File: src/rtl/alu_arb_pkg.sv
// Shared types and constants for the ALU arbiter block.
// Latency: none (declarations only).
// Backpressure: not applicable.
package alu_arb_pkg;

  // Arbiter sequencing: accept, let the ALU sample, capture its result, hand it back.
  typedef enum logic [1:0] {
    IDLE = 2'd0,
    EXEC = 2'd1,
    CAPT = 2'd2,
    RESP = 2'd3
  } state_t;

  localparam int DATA_W_DEF  = 32;
  localparam int FUNCT_W_DEF = 6;
  localparam int PERF_W      = 16;

  // ALU opcode map; the arbiter forwards any code untouched.
  localparam logic [5:0] FUNCT_SADD = 6'd0;
  localparam logic [5:0] FUNCT_SSUB = 6'd1;
  localparam logic [5:0] FUNCT_UADD = 6'd2;
  localparam logic [5:0] FUNCT_USUB = 6'd3;
  localparam logic [5:0] FUNCT_AND  = 6'd4;
  localparam logic [5:0] FUNCT_OR   = 6'd5;
  localparam logic [5:0] FUNCT_SHL  = 6'd6;
  localparam logic [5:0] FUNCT_SHR  = 6'd7;
  localparam logic [5:0] FUNCT_SLT  = 6'd8;

  // Saturating increment for the per-requester completion counters.
  function automatic logic [PERF_W-1:0] sat_inc(input logic [PERF_W-1:0] v);
    return (v == {PERF_W{1'b1}}) ? v : v + {{(PERF_W-1){1'b0}}, 1'b1};
  endfunction

endpackage

File: src/rtl/rr_arbiter.sv
// Round-robin pick: first set request at or after ptr, wrapping modulo NUM_REQ.
// Latency: purely combinational.
// Backpressure: none; caller decides when the grant is consumed.
module rr_arbiter #(
  parameter int NUM_REQ = 4,
  parameter int IDX_W   = $clog2(NUM_REQ)
) (
  input  logic [NUM_REQ-1:0] req,
  input  logic [IDX_W-1:0]   ptr,
  output logic [NUM_REQ-1:0] grant,
  output logic [IDX_W-1:0]   idx,
  output logic               any
);

  localparam logic [IDX_W:0] NUM_L = (IDX_W+1)'(NUM_REQ);

  logic [IDX_W:0] cand;

  // Walk the requesters starting at ptr; the first one found wins.
  always_comb begin
    grant = '0;
    idx   = '0;
    any   = 1'b0;
    cand  = '0;
    for (int i = 0; i < NUM_REQ; i++) begin
      cand = {1'b0, ptr} + (IDX_W+1)'(i);
      if (cand >= NUM_L) begin
        cand = cand - NUM_L;
      end
      if (!any && req[cand[IDX_W-1:0]]) begin
        any                      = 1'b1;
        grant[cand[IDX_W-1:0]]   = 1'b1;
        idx                      = cand[IDX_W-1:0];
      end
    end
  end

endmodule

File: src/rtl/alu_arbiter.sv
// Shares one registered ALU among NUM_REQ requesters, round-robin, one op in flight (ALU_ARB_PERF_EN adds completion counters).
// Latency: accept to rsp_valid is 3 clocks; a new op can be accepted every 4 clocks at best.
// Backpressure: rsp_valid/rsp_result hold until the granted requester's rsp_ready; no new request is accepted meanwhile.
module alu_arbiter
  import alu_arb_pkg::*;
#(
  parameter int NUM_REQ = 4,
  parameter int DATA_W  = DATA_W_DEF,
  parameter int FUNCT_W = FUNCT_W_DEF
) (
  input  logic                     clk,
  input  logic                     rst_n,
  input  logic [NUM_REQ-1:0]       req_valid,
  output logic [NUM_REQ-1:0]       req_ready,
  input  logic [NUM_REQ*DATA_W-1:0]  req_a,
  input  logic [NUM_REQ*DATA_W-1:0]  req_b,
  input  logic [NUM_REQ*FUNCT_W-1:0] req_funct,
  output logic [NUM_REQ-1:0]       rsp_valid,
  input  logic [NUM_REQ-1:0]       rsp_ready,
  output logic [DATA_W-1:0]        rsp_result,
  output logic [DATA_W-1:0]        alu_a,
  output logic [DATA_W-1:0]        alu_b,
  output logic [FUNCT_W-1:0]       alu_funct,
  input  logic [DATA_W-1:0]        alu_result,
  output logic                     busy
`ifdef ALU_ARB_PERF_EN
  ,
  output logic [NUM_REQ*PERF_W-1:0] perf_ops
`endif
);

  localparam int IDX_W = $clog2(NUM_REQ);
  localparam logic [IDX_W-1:0] LAST_IDX = IDX_W'(NUM_REQ - 1);

  state_t               state_q;
  state_t               state_d;
  logic [IDX_W-1:0]     rr_ptr_q;
  logic [IDX_W-1:0]     win_idx_q;
  logic [NUM_REQ-1:0]   grant_q;

  logic [NUM_REQ-1:0]   arb_grant;
  logic [IDX_W-1:0]     arb_idx;
  logic                 arb_any;

  logic                 load_op;
  logic                 capture;
  logic                 done;

  logic [DATA_W-1:0]    sel_a;
  logic [DATA_W-1:0]    sel_b;
  logic [FUNCT_W-1:0]   sel_funct;

  rr_arbiter #(
    .NUM_REQ (NUM_REQ),
    .IDX_W   (IDX_W)
  ) u_rr (
    .req   (req_valid),
    .ptr   (rr_ptr_q),
    .grant (arb_grant),
    .idx   (arb_idx),
    .any   (arb_any)
  );

  // One-hot operand mux driven by the arbiter's grant.
  always_comb begin
    sel_a     = '0;
    sel_b     = '0;
    sel_funct = '0;
    for (int i = 0; i < NUM_REQ; i++) begin
      if (arb_grant[i]) begin
        sel_a     = req_a[i*DATA_W +: DATA_W];
        sel_b     = req_b[i*DATA_W +: DATA_W];
        sel_funct = req_funct[i*FUNCT_W +: FUNCT_W];
      end
    end
  end

  // State register.
  always_ff @(posedge clk or negedge rst_n) begin
    if (!rst_n) begin
      state_q <= IDLE;
    end else begin
      state_q <= state_d;
    end
  end

  // Next state and handshake strobes; ready only ever rises in IDLE.
  always_comb begin
    state_d   = state_q;
    req_ready = '0;
    rsp_valid = '0;
    load_op   = 1'b0;
    capture   = 1'b0;
    done      = 1'b0;
    busy      = 1'b1;
    case (state_q)
      IDLE: begin
        busy = 1'b0;
        if (arb_any) begin
          req_ready = arb_grant;
          load_op   = 1'b1;
          state_d   = EXEC;
        end
      end
      EXEC: begin
        state_d = CAPT;
      end
      CAPT: begin
        capture = 1'b1;
        state_d = RESP;
      end
      RESP: begin
        rsp_valid = grant_q;
        if (|(rsp_ready & grant_q)) begin
          done    = 1'b1;
          state_d = IDLE;
        end
      end
      default: begin
        state_d = IDLE;
      end
    endcase
  end

  // Latch the winner and its operands at accept; alu_* then hold until the next accept.
  always_ff @(posedge clk or negedge rst_n) begin
    if (!rst_n) begin
      grant_q   <= '0;
      win_idx_q <= '0;
      alu_a     <= '0;
      alu_b     <= '0;
      alu_funct <= FUNCT_W'(FUNCT_UADD);
    end else if (load_op) begin
      grant_q   <= arb_grant;
      win_idx_q <= arb_idx;
      alu_a     <= sel_a;
      alu_b     <= sel_b;
      alu_funct <= sel_funct;
    end
  end

  // The ALU output is valid in CAPT; keep it stable through RESP and beyond.
  always_ff @(posedge clk or negedge rst_n) begin
    if (!rst_n) begin
      rsp_result <= '0;
    end else if (capture) begin
      rsp_result <= alu_result;
    end
  end

  // After a completed response the winner drops to lowest priority.
  always_ff @(posedge clk or negedge rst_n) begin
    if (!rst_n) begin
      rr_ptr_q <= '0;
    end else if (done) begin
      rr_ptr_q <= (win_idx_q == LAST_IDX) ? '0 : win_idx_q + 1'b1;
    end
  end

`ifdef ALU_ARB_PERF_EN
  logic [NUM_REQ*PERF_W-1:0] perf_q;

  // Per-requester saturating count of responses taken.
  always_ff @(posedge clk or negedge rst_n) begin
    if (!rst_n) begin
      perf_q <= '0;
    end else if (done) begin
      for (int i = 0; i < NUM_REQ; i++) begin
        if (grant_q[i]) begin
          perf_q[i*PERF_W +: PERF_W] <= sat_inc(perf_q[i*PERF_W +: PERF_W]);
        end
      end
    end
  end

  assign perf_ops = perf_q;
`endif

endmodule

File: config.mk
export PLATFORM = sky130hd
export DESIGN_NAME = alu_arbiter
export DESIGN_NICKNAME = d
export VERILOG_FILES = /design/src/rtl/alu_arb_pkg.sv /design/src/rtl/rr_arbiter.sv /design/src/rtl/alu_arbiter.sv
export SDC_FILE = /design/constraint.sdc
export NUM_CORES = 1
export LEC_CHECK = 0
export ABC_AREA = 0
export CAP_MARGIN = 10
export CELL_PAD_IN_SITES_DETAIL_PLACEMENT = 0
export CELL_PAD_IN_SITES_GLOBAL_PLACEMENT = 1
export CORE_AREA = 2 2 170 172
export CTS_BUF_LIST = sky130_fd_sc_hd__clkbuf_4 sky130_fd_sc_hd__clkbuf_8 sky130_fd_sc_hd__clkbuf_16
export DETAILED_ROUTE_END_ITERATION = 12
export DIE_AREA = 0 0 172 174
export MAX_ROUTING_LAYER = met4
export PLACE_DENSITY = 0.86
export REMOVE_ABC_BUFFERS = 1
export SLEW_MARGIN = 20
export SYNTH_ARGS = -nofsm -noshare
export SYNTH_HDL_FRONTEND = slang
export SYNTH_SLANG_ARGS = --single-unit
File: constraint.sdc
create_clock -name clk -period 10 [get_ports clk]
set_clock_uncertainty 0.1 [all_clocks]
set_input_delay 2 -clock clk [delete_from_list [all_inputs] [get_ports clk]]
set_output_delay 2 -clock clk [all_outputs]
set_load 0.01 [all_outputs]
---- Yosys cells after proc, flatten, opt, wreduce, memory -nomap -nowiden ----
Index checks and enable logic that the tools add are counted.
storage, ports and cells
  input port bits ......................... 322
  output and inout bits ................... 111
  bits in registers ....................... 112
cells by class
  bitwise logic cells ..................... 4
  magnitude comparators ................... 12
  add/subtract/negate cells ............... 8
  multiplexer cells ....................... 57
  reduce and logical (&&, ||, !) cells .... 13
  equality and inequality tests ........... 6
operator list
  cell                 count
  $mux 32              8
  $mux 4               7
  $mux 6               4
  $mux 2               11
  $mux 1               18
  $lt 2x3->1 const B   4
  $or 4x4->4           3
  $ge 3x3->1 const B   3
  $bmux 1 s2           4
  $demux 1 s2          4
  $ge 2x1->1 const B   4
  $pmux 2 s4           1
  $sub 2x1->2 const B  4
  $logic_and 1x1->1    7
  $add 2x2->3 const B  2
  $eq 2x2->1 const B   3
  $and 4x4->4          1
  $ne 2x2->1 const B   2
  $reduce_or 4->1      1
  $add 2x1->3 const B  1
  $ge 2x3->1 const B   1
  $logic_not 1->1      3
  $add 2x1->2 const B  1
  $eq 2x1->1 const B   1
  other kinds (2)      2

---- Logic depth before layout (Yosys ltp) ----
  word-level depth ........................ 18
  depth in mapped cells ................... 12

---- By module ----
From an unflattened synthesis, not the netlist that was laid out.
second synthesis, totals
  cell total of the unflattened synthesis .. 788
  area total of the unflattened synthesis .. 7145.6 um^2
by module, submodules not included
  module       area each (um^2)  cells each  instances  sequential area each (um^2)
  alu_arbiter  6723.9            743         1          2803.9
  rr_arbiter   421.7             45          1          0.0

---- Worst setup path before layout ----
OpenSTA, ideal clock, no wires.
  path kind ............................... input to output
  start point ............................. input port req_valid[1]
  end point ............................... output port req_ready[3]
  stages on the path ...................... 7
  required time ........................... 7.900 ns
  data arrival time ....................... 3.632 ns
  slack ................................... 4.268 ns
  cells stage by stage .................... buf_1 -> mux4_2 -> nand3b_1 -> a2bb2oi_1 -> o21ai_2 -> clkbuf_1 -> inv_1
on the way
  cells in the longest elaborated chain, start to end .. 14
RTL lines
  what                                     RTL line           text
  from (decl)                              alu_arbiter.sv:13  input logic [NUM_REQ-1:0] req_valid,
  $bmux 1 s2                               rr_arbiter.sv:30   if (!any && req[cand[IDX_W-1:0]]) begin
  $mux 1 (not written as such)             rr_arbiter.sv:30
  $mux 1                                   rr_arbiter.sv:30
  $logic_not 1->1                          rr_arbiter.sv:30
  $logic_and 1x1->1                        rr_arbiter.sv:30
  $mux 1                                   rr_arbiter.sv:30
  $logic_not 1->1                          rr_arbiter.sv:30
  $logic_and 1x1->1                        rr_arbiter.sv:30
  $mux 1                                   rr_arbiter.sv:30
  $logic_not 1->1                          rr_arbiter.sv:30
  $logic_and 1x1->1                        rr_arbiter.sv:30
  $mux 4 / $mux 1 (equally long branches)  rr_arbiter.sv:30
  $mux 4 (*)                               alu_arbiter.sv:99  if (arb_any) begin
  $mux 4 (*)                               alu_arbiter.sv:96  case (state_q)
  to (decl)                                alu_arbiter.sv:14  output logic [NUM_REQ-1:0] req_ready,
Every way passes the cells marked *; elsewhere a longest branch is shown, timed or not. The select of a mux whose other input is x is not followed.

---- Worst setup path after layout ----
  start point ............................. input port req_valid[0]
  end point ............................... output port req_ready[3]
Same word-level chain as after synthesis.

==> results.yml <==
placement:
  detailedPlacementHpwl_mm: 20.3
  io_buffers: 432
  place_congestion: 0.825
  dpl.cell_count: 1358
  place_worst_setup_slack_ps: 3020
cells_and_area:
  nNetsFinal: 1317
  drive_above_1_share_pct: 16.6
  instances_no_fill: 1374
  insertedDiodeCount: 0
  area_overhead_of_the_layout_relative_to_synthesis_pct: 72.5
sta:
  maxSlewViolCount: 0
  post-route-min-period_ps: 6990
  timing.final.setup_violations: 0
  tightestPinTransition_ps: 955
  max_freq_mhz: 143
  worst_slack_ps: 3010
  relSlewSlack_pct: 36.3
  final.period_utilization_pct: 69.9
  hold_viol_final: 0
  final.setup.tns_ps: 0
  grt_setup_unrepaired: "no"
clocking:
  clk_transition_reported_paths_ps: 70
  cts_root_buf: "sky130_fd_sc_hd__clkbuf_16"
  cts_hold_buffers: 0
  cts.path.max_buffers: 2
  numCtsBuffers: 9
  post_cts_repair_timing_setup_buffer_count: 0
  num_clock_sinks: 112
  post_cts_resize_count: 0
  clock_tree_from_tritoncts: "done"
  h_tree_depth_reported_by_cts: 3
  clock_network_latency_to_the_later_pin_of_the_worst_skew_pair_ps: 340
routing:
  routed_wire_length_per_instance_um: 19.4
  initialDrtViolationCount: 432
  total_number_of_vias: 6685
  detail_route.first_pass.iterations: 4
  routed_via_density: 4.87
  ant_nets: 0
  drc: 0
  drt-total-wl_mm: 26.7
floorplanning:
  placementRows: 62
  core_region_area_um2: 28200
  die_footprint_um2: 29900
  num_io_pins: 433
  floorplan.die.width_um: 172
  start_util_pct: 23.8
  vertical_extent_of_the_die_um: 174
synthesis:
  synth-edff-count: 0
  synth-seq-cells: 112
  netlist_instances: 585
  syn-mean-instance-area_um2: 11.5
  async_reset_ff_share_pct: 100
  ys.warnings.count: 0
  unique_masters_post_synth: 50
  syn_area_um2: 6730
  synth_seq_area_share_pct: 41.6
  ys_dominant_reg_cell: "sky130_fd_sc_hd__dfrtp_1"
grt:
  grt_antenna_before_repair: 0
  track_usage_pct: 17.6
  grt_first_pass_wirelength_mm: 39.3
  grt_pass1_vias: 6849
  gr-total-overflow: 0
  maximum_number_of_pins_on_one_net_before_global_route_repair: 73
worst_setup_path:
  crit_fanout: 14
  critPathMaxStageDelay_ps: 670
  timing_worst_setup_path_type: "input port to output port"
  worstSetupEndpointType: "output port"
  cell_at_the_slowest_stage_of_the_critical_path: "sky130_fd_sc_hd__clkdlybuf4s50_1"
  setup.worst_path.start_class: "input port"
  crit_required_ps: 7900
  critical_path.cell_chain: "clkdlybuf4s50_1 -> mux4_2 -> nand3b_1 -> a2bb2oi_1 -> o21ai_4 -> inv_1 -> clkdlybuf4s50_1"
  dominant_cell_type_by_count_on_the_critical_path: "sky130_fd_sc_hd__clkdlybuf4s50_1"
  path_buf_inv: 3
  worst_ep_arrival_time_ps: 4890
  crit_family: "buffers and inverters"
  regToRegSetupSlack_ps: 5530
pwr:
  vdd_drop_max_v: 0.000167
  post-layout-total-power_mw: 3.48
  power_density_nw_per_um2: 299
  total_leakage_power_nw: 4.59
flow_run:
  number_of_max_cap_violations: 0
status:
  outcome: "completed"
min_path:
  hp-class: "flop to flop"
worst register-to-register path, stage by stage, from the launching register on:
cell	delay, ps
sky130_fd_sc_hd__dfrtp_1	830
sky130_fd_sc_hd__inv_1	150
sky130_fd_sc_hd__ha_1	600
sky130_fd_sc_hd__mux4_2	660
sky130_fd_sc_hd__a21oi_1	180
sky130_fd_sc_hd__a2bb2oi_1	190
sky130_fd_sc_hd__o21ai_4	260
sky130_fd_sc_hd__buf_4	410
sky130_fd_sc_hd__buf_4	570
sky130_fd_sc_hd__o22ai_1	240
sky130_fd_sc_hd__a221oi_2	210
synth_stat cells, types with 2 or more instances:
cell,n,area [um2]
sky130_fd_sc_hd__a21boi_0,2,15.0
sky130_fd_sc_hd__nand2_1,11,41.3
sky130_fd_sc_hd__a221oi_2,70,1050
sky130_fd_sc_hd__mux4_2,3,67.6
sky130_fd_sc_hd__nand3b_1,4,30.0
sky130_fd_sc_hd__a221oi_1,2,17.5
sky130_fd_sc_hd__o21ai_2,2,17.5
sky130_fd_sc_hd__a21oi_1,6,30.0
sky130_fd_sc_hd__inv_1,76,285
sky130_fd_sc_hd__nand2b_1,2,12.5
sky130_fd_sc_hd__a22oi_1,64,480
sky130_fd_sc_hd__ha_1,10,125
sky130_fd_sc_hd__buf_1,2,7.51
sky130_fd_sc_hd__a21o_1,3,22.5
sky130_fd_sc_hd__a2bb2oi_1,2,17.5
sky130_fd_sc_hd__nand3_1,2,10.0
sky130_fd_sc_hd__buf_6,16,180
sky130_fd_sc_hd__and2_1,5,31.3
sky130_fd_sc_hd__a22oi_2,9,113
sky130_fd_sc_hd__mux2_2,38,428
sky130_fd_sc_hd__buf_2,9,45.0
sky130_fd_sc_hd__dfrtp_1,111,2780
sky130_fd_sc_hd__o21ai_0,7,35.0
sky130_fd_sc_hd__nor2_1,8,30.0
sky130_fd_sc_hd__o22ai_1,70,438
sky130_fd_sc_hd__clkbuf_1,27,101
power by group:
part           internal, mW  switching (mW)
Clock                 0.178           0.197
Combinational          1.11            1.14
Sequential            0.697           0.157
flip-flops by register name, indices dropped and copies added, names as in the netlist:
register	count
alu_a	32
alu_b	32
rsp_result	32
alu_funct	6
grant_q	4
rr_ptr_q	2
state_q	2
win_idx_q	2
cells in the final DEF (no fill, tap or decap), types with 4 or more instances in the layout:
cell type and instances:
sky130_fd_sc_hd__a221oi_2 70, sky130_fd_sc_hd__nand3b_1 4, sky130_fd_sc_hd__ha_1 10, sky130_fd_sc_hd__and2_1 5, sky130_fd_sc_hd__clkbuf_16 9, sky130_fd_sc_hd__clkdlybuf4s50_1 431, sky130_fd_sc_hd__a22oi_2 9, sky130_fd_sc_hd__o22ai_1 70
sky130_fd_sc_hd__dfrtp_1 111, sky130_fd_sc_hd__o21ai_0 7, sky130_fd_sc_hd__buf_4 12, sky130_fd_sc_hd__nor2_1 7, sky130_fd_sc_hd__mux2_2 38, sky130_fd_sc_hd__inv_1 76, sky130_fd_sc_hd__a22oi_1 64, sky130_fd_sc_hd__a21oi_1 6
sky130_fd_sc_hd__nand2_1 10
cell type report:
| type | instances | area, um2 |
|---|---|---|
| repair buffers | 443 | 4400 |
| fillers | 2790 | 16600 |
| flip-flops and latches | 112 | 2800 |
| multi-input cells | 343 | 3340 |
| well taps | 384 | 480 |
| clock inverters | 7 | 73.8 |
| inverters | 76 | 285 |
| clock buffers | 9 | 225 |
path summary, 6_finish.rpt:
check | startpoint | cells past startpoint | end
worst max register to register | rr_ptr_q[0]$_DFFE_PN0P_ | 10 | alu_b[30]$_DFFE_PN0P_
worst max-delay path | req_valid[0] | 7 | req_ready[3]
worst min register to register | win_idx_q[0]$_DFFE_PN0P_ | 1 | rr_ptr_q[0]$_DFFE_PN0P_
max in group asynchronous | rst_n | 2 | alu_b[5]$_DFFE_PN0P_
min in group asynchronous | rst_n | 1 | alu_a[0]$_DFFE_PN0P_
worst min-delay path | win_idx_q[0]$_DFFE_PN0P_ | 1 | rr_ptr_q[0]$_DFFE_PN0P_
per-stage QoR:
| stage | hold slack [ps] | area (um2) | utilization [%] |
|---|---|---|---|
| after floorplan | 354 | 6400 | - |
| after global placement | 376 | 11300 | 40.1 |
| after detailed placement | 390 | 11300 | 40.1 |
| after CTS | 400 | 11600 | 41.1 |
| after global routing | 431 | 11600 | 41.1 |
| final | 396 | 11600 | 41.1 |
per-layer routing:
metal / vias to the layer above / track usage [%] / share of wire, %
met3: 28 / 3.23 / 6.5
met4: 0 / 4.48 / 2.0
met2: 264 / 29.8 / 50
met5: - / - / 0
met1: 3307 / 21.4 / 42
li1: 3086 / - / -
cell families (layout without fill, tap and decap cells):
kind of cell,after synthesis,in the layout,synth area share (%)
AND/OR/NAND/NOR,41,41,3.96
AO/OA/AOI/OAI,249,249,35.6
buffers and inverters,130,535,9.20
adder cells (fa/ha/maj),10,10,1.86
multiplexers,43,43,7.71
flip-flops,112,112,41.6
No activity file was read; power rests on OpenSTA's default activity.
